File: config.mk
export PLATFORM = sky130hd
export DESIGN_NAME = noc_link_pipeline
export DESIGN_NICKNAME = d
export VERILOG_FILES = /design/src/rtl/noc_link_pipeline.sv
export SDC_FILE = /design/constraint.sdc
export NUM_CORES = 1
export LEC_CHECK = 0
export CORE_MARGIN = 8
export CORE_UTILIZATION = 57
export DETAILED_ROUTE_END_ITERATION = 10
export DONT_BUFFER_PORTS = 1
export PLACE_DENSITY = 0.86
export SLEW_MARGIN = 0
export SYNTH_ARGS = -nofsm -noshare
export SYNTH_HDL_FRONTEND = slang
export SYNTH_SLANG_ARGS = --single-unit
File: constraint.sdc
create_clock -name clk_noc -period 2.3 [get_ports clk_noc]
set_input_delay 0.46 -clock clk_noc [delete_from_list [all_inputs] [get_ports clk_noc]]
set_output_delay 0.46 -clock clk_noc [all_outputs]
set_load 0.02 [all_outputs]
File: src/rtl/noc_link_pipeline.sv
`default_nettype none
// ============================================================================
// Module   : noc_link_pipeline
// Brief    : Registered router-to-router NoC link. Retimes flit and credit
//            paths by NUM_PIPELINE stages, keeps saturating flit/packet
//            statistics, and builds the credit checker when
//            NOC_LINK_CREDIT_CHECK_EN is defined.
// Revision : 1.0 - initial release
// ============================================================================
module noc_link_pipeline #(
    parameter int FLIT_WIDTH        = 32,
    parameter int DEST_WIDTH        = 6,
    parameter int NUM_PIPELINE      = 2,
    parameter int FLIT_BUFFER_DEPTH = 8,
    parameter int STAT_WIDTH        = 32
) (
    input  logic                  clk_noc,
    input  logic                  rst_noc_sync,
    input  logic [FLIT_WIDTH-1:0] data_in,
    input  logic [DEST_WIDTH-1:0] dest_in,
    input  logic                  is_tail_in,
    input  logic                  send_in,
    output logic                  credit_out,
    output logic [FLIT_WIDTH-1:0] data_out,
    output logic [DEST_WIDTH-1:0] dest_out,
    output logic                  is_tail_out,
    output logic                  send_out,
    input  logic                  credit_in,
    input  logic                  stat_clr,
    output logic [STAT_WIDTH-1:0] flit_count,
    output logic [STAT_WIDTH-1:0] pkt_count,
    output logic                  err_credit_underflow,
    output logic                  err_credit_overflow
);

    localparam int c_FWD_W = FLIT_WIDTH + DEST_WIDTH + 2;

    logic [c_FWD_W-1:0] w_fwd_in;
    logic [c_FWD_W-1:0] w_fwd_out;
    logic               w_credit_out;

    assign w_fwd_in = {send_in, is_tail_in, dest_in, data_in};

    generate
        if (NUM_PIPELINE == 0) begin : g_wire
            assign w_fwd_out    = w_fwd_in;
            assign w_credit_out = credit_in;
        end else begin : g_stages
            logic [c_FWD_W-1:0]      r_fwd [NUM_PIPELINE];
            logic [NUM_PIPELINE-1:0] r_cred;

            // Free-running shift: every stage reloads every cycle, no stall.
            always_ff @(posedge clk_noc) begin
                if (rst_noc_sync) begin
                    for (int i = 0; i < NUM_PIPELINE; i++) begin
                        r_fwd[i] <= '0;
                    end
                    r_cred <= '0;
                end else begin
                    r_fwd[0]  <= w_fwd_in;
                    r_cred[0] <= credit_in;
                    for (int i = 1; i < NUM_PIPELINE; i++) begin
                        r_fwd[i]  <= r_fwd[i-1];
                        r_cred[i] <= r_cred[i-1];
                    end
                end
            end

            assign w_fwd_out    = r_fwd[NUM_PIPELINE-1];
            assign w_credit_out = r_cred[NUM_PIPELINE-1];
        end
    endgenerate

    assign {send_out, is_tail_out, dest_out, data_out} = w_fwd_out;
    assign credit_out = w_credit_out;

    logic [STAT_WIDTH-1:0] r_flit_cnt;
    logic [STAT_WIDTH-1:0] r_pkt_cnt;

    // Clear has priority over increment; counters stick at all-ones.
    always_ff @(posedge clk_noc) begin
        if (rst_noc_sync || stat_clr) begin
            r_flit_cnt <= '0;
            r_pkt_cnt  <= '0;
        end else begin
            if (send_out && (r_flit_cnt != {STAT_WIDTH{1'b1}})) begin
                r_flit_cnt <= r_flit_cnt + STAT_WIDTH'(1);
            end
            if (send_out && is_tail_out && (r_pkt_cnt != {STAT_WIDTH{1'b1}})) begin
                r_pkt_cnt <= r_pkt_cnt + STAT_WIDTH'(1);
            end
        end
    end

    assign flit_count = r_flit_cnt;
    assign pkt_count  = r_pkt_cnt;

`ifdef NOC_LINK_CREDIT_CHECK_EN
    localparam int                c_CR_W   = $clog2(FLIT_BUFFER_DEPTH + 1);
    localparam logic [c_CR_W-1:0] c_CR_MAX = c_CR_W'(FLIT_BUFFER_DEPTH);

    logic [c_CR_W-1:0] r_cr;
    logic              r_err_uf;
    logic              r_err_of;

    // Send and credit in the same cycle cancel out and are never an error.
    always_ff @(posedge clk_noc) begin
        if (rst_noc_sync) begin
            r_cr     <= c_CR_MAX;
            r_err_uf <= 1'b0;
            r_err_of <= 1'b0;
        end else if (send_in && !w_credit_out) begin
            if (r_cr == '0) begin
                r_err_uf <= 1'b1;
            end else begin
                r_cr <= r_cr - c_CR_W'(1);
            end
        end else if (w_credit_out && !send_in) begin
            if (r_cr == c_CR_MAX) begin
                r_err_of <= 1'b1;
            end else begin
                r_cr <= r_cr + c_CR_W'(1);
            end
        end
    end

    assign err_credit_underflow = r_err_uf;
    assign err_credit_overflow  = r_err_of;
`else
    assign err_credit_underflow = 1'b0;
    assign err_credit_overflow  = 1'b0;
`endif

endmodule
`default_nettype wire

==> impl_metrics.csv <==
group,metric,value,unit
drt,antenna_left,0,
global_route,grtUsageTotal,0.211,
synthesis,ys_ff_latch,146,
drt,wl_per_cell,18.8,um
worst_hold_path,min_from,"rst_noc_sync",
floorplan,die_h,118,um
placed_design,place_ws,0.0292,ns
synthesis,synthFlopType,"dfxtp_1",
clock_network,cts_tree,"yes",
synthesis,syn_avg_cell_area,9.27,um^2
global_route,grt_pass1_vias,4802,
timing,min_period,2.21,ns
worst_setup_path,r2r_start,"flit_count[21]$_SDFFE_PP0P_",
clock_network,clockRootBuffer,"clkbuf_8",
worst_setup_path,crit_arrival,2.66,ns
cells_and_area,area_delta_synth_final,17.0,%
worst_setup_path,r2r-end,"flit_count[31]$_SDFFE_PP0P_",
synthesis,synth.distinct_cells,43,
worst_setup_path,critPathRequiredTime,2.75,ns
worst_hold_path,whs_path_depth,1,
floorplan,die_w,118,um
cells_and_area,final_cell_count_no_fill,810,
global_route,grt_max_degree,52,
outcome,outcome,"finished, final reports clean",
power,ir_worst_vdd,0.684,mV
synthesis,synth_edf_count,0,
clock_network,cts_max_path_buffers,2,
placed_design,io_buffers,0,
drt,vias,4916,
timing,slew_violations,0,
worst_setup_path,worstSetupPathType,"reg2reg",
timing,worst_slack,0.0856,ns
synthesis,yosysSeqAreaShare,0.497,
synthesis,syn_area,5880,um^2
clock_network,htreeDepth,4,
run,drv_cap,0,
timing,period_share,0.963,
floorplan,pin_count,151,
worst_setup_path,path_max_fanout,5,
power,pwr_density_cell,822,nW/um^2
drt,vias_per_cell,6.07,
clock_network,clkTransAtPathRegs,0.07,ns
worst_hold_path,min_path_type,"in2reg",
timing,fmax,0.452,GHz
worst_setup_path,rrSetupSlack,0.09,ns
cells_and_area,final_nets,706,
global_route,antenna_found_initial,1,
synthesis,ys_warn_count,0,
drt,dr.pass1.iters,5,
power,p_leak,2.52,nW
worst_setup_path,cp-end-kind,"flop",
placed_design,placed_cells,770,
timing,finClkSkew,0.0196,ns
floorplan,initial_core_util,0.578,
worst_setup_path,start_kind,"flop",
timing,slew_headroom,0.510,
floorplan,die_area,13800,um^2
drt,drc,0,
global_route,overflow,0,
placed_design,post-dp-hpwl,10400,um
worst_hold_path,min_to,"g_stages.r_fwd[0][13]$_SDFF_PP0_",
clock_network,cts_buffers,17,
clock_network,cts.sinks,146,
drt,drtIter0Drc,529,
worst_setup_path,r2r_cells,5,
floorplan,rows,37,
drt,wl,15200,um
clock_network,clock_latency,0.52,ns
timing,hold_viol_final,0,
synthesis,synth_cells,635,
synthesis,async_flop_share,0,
timing,worst_slew_pin_slew,0.728,ns
timing,setup_violations,0,
floorplan,coreArea,10200,um^2
cells_and_area,drive_above_1_share,0.192,
global_route,grt_pass1_wl,24000,um
timing,setup_tns,0,ns
placed_design,place.gp.congestion,0.925,
timing,rsz0062_at_grt,"false",
==> synth_stat cells, types with 3 or more instances <==
| cell | count | area share |
|---|---|---|
| dfxtp_1 | 146 | 0.50 |
| or3_1 | 22 | 0.023 |
| or4_1 | 30 | 0.038 |
| clkbuf_1 | 23 | 0.015 |
| o31ai_1 | 13 | 0.017 |
| o311ai_0 | 3 | 0.0045 |
| nand3_1 | 21 | 0.018 |
| inv_1 | 5 | 0.0032 |
| o41ai_1 | 3 | 0.0045 |
| nor2b_1 | 82 | 0.087 |
| and3_1 | 8 | 0.0085 |
| xnor2_1 | 8 | 0.012 |
| nor3_1 | 6 | 0.0051 |
| a31oi_1 | 3 | 0.0032 |
| nand4_1 | 24 | 0.026 |
| a31o_2 | 3 | 0.0045 |
| clkbuf_8 | 3 | 0.0070 |
| and2_1 | 4 | 0.0043 |
| and4_1 | 3 | 0.0045 |
| a211oi_1 | 3 | 0.0038 |
| a21oi_1 | 35 | 0.030 |
| or2_2 | 4 | 0.0043 |
| nor2_1 | 29 | 0.018 |
| buf_2 | 5 | 0.0043 |
| mux2i_1 | 4 | 0.0068 |
| o211ai_1 | 8 | 0.010 |
| nand2_1 | 49 | 0.031 |
| o21ai_0 | 21 | 0.018 |
| nor4_1 | 8 | 0.0085 |
| buf_4 | 40 | 0.051 |
==> layout by cell type, fill, tap and decap left out, types with 6 or more instances in the layout <==
cell / instances
a21oi_1: 35
and3_1: 8
buf_4: 69
clkbuf_16: 16
dfxtp_1: 139
inv_8: 6
nand2_1: 49
nand3_1: 21
nand4_1: 24
nor2_1: 29
nor2b_1: 82
nor4_1: 7
o211ai_1: 8
o21ai_0: 21
o31ai_1: 13
or3_1: 22
or4_1: 28
xnor2_1: 8
==> logic make-up (layout without fill, tap and decap cells) <==
logic type / after synthesis / count (layout) / share of synthesized area
AO/OA/AOI/OAI: 99 / 99 / 0.105
adder cells (fa/ha/maj): 2 / 2 / 0.00425
XOR/XNOR: 10 / 10 / 0.0149
flip-flops: 146 / 146 / 0.497
AND/OR/NAND/NOR: 297 / 297 / 0.291
other: 1 / 3 / 0.000637
buffers and inverters: 76 / 113 / 0.0802
multiplexers: 4 / 4 / 0.00680
==> sequential cells by signal, indices dropped and copies added (netlist names) <==
signal and cells:
g_stages.r_fwd 80, flit_count 32, pkt_count 32, g_stages.r_cred 2
==> what timing repair did <==
item	4_1_cts	5_1_grt
resized for setup	0	8
hold endpoints to repair	51	7
hold buffers	4	1
buffers inserted	0	1
setup endpoints to repair	0	27
==> layer usage <==
metal | global-route usage | wire length [um] | vias to the layer above
met5 | 0 | 0 | -
met4 | 0.0913 | 384 | 0
met3 | 0.106 | 1920 | 48
met2 | 0.351 | 7390 | 305
met1 | 0.219 | 5500 | 2286
li1 | - | - | 2277
==> critical path, cell delays in order, from the launching register on <==
cell     delay (ns)
dfxtp_1        0.33
nand4_1        0.14
or4_4          0.60
or4_4          0.53
or4_1          0.40
a21oi_1        0.14
==> final cells by class <==
type	instances	area [um^2]
antenna	1	2.50
clock buffer	17	414
clock inverter	15	209
fill	756	3300
inverter	5	18.8
multi-input combinational	414	2530
sequential	146	2940
tap	136	170
timing repair buffer	76	601
==> power by group <==
part | leakage, nW | internal [W] | total (W) | switching [W]
clock network | 0.305 | 0.00171 | 0.00288 | 0.00117
logic | 1.01 | 0.0000531 | 0.000127 | 0.0000736
registers | 1.20 | 0.00259 | 0.00265 | 0.0000590
total | 2.52 | 0.00436 | 0.00566 | 0.00130
==> through the flow <==
| step | util | area [um^2] | power [W] | hold WS, ns |
|---|---|---|---|---|
| after floorplan | - | 5910 | 0.00283 | 0.414 |
| after global placement | 0.605 | 6160 | 0.00280 | 0.417 |
| after detailed placement | 0.605 | 6160 | 0.00281 | 0.423 |
| after CTS | 0.671 | 6830 | 0.00569 | 0.000134 |
| after global routing | 0.676 | 6880 | 0.00585 | 0.00992 |
| final | 0.676 | 6880 | 0.00566 | 0.0360 |
==> worst max-delay path by stage <==
stage / slack [ns] / cells past startpoint / startpoint / end
final: 0.09 / 5 / flit_count[21]$_SDFFE_PP0P_ / flit_count[31]$_SDFFE_PP0P_
after detailed placement: 0.03 / 6 / pkt_count[0]$_SDFFE_PP0P_ / pkt_count[25]$_SDFFE_PP0P_
after global routing: 0.002 / 8 / pkt_count[0]$_SDFFE_PP0P_ / pkt_count[4]$_SDFFE_PP0P_
after global placement: 0.1 / 5 / flit_count[15]$_SDFFE_PP0P_ / flit_count[31]$_SDFFE_PP0P_
after CTS: 0.009 / 6 / pkt_count[0]$_SDFFE_PP0P_ / pkt_count[25]$_SDFFE_PP0P_
after floorplan: 0.003 / 7 / flit_count[6]$_SDFFE_PP0P_ / flit_count[30]$_SDFFE_PP0P_
Note: power is estimated with default switching activity, not from simulation.
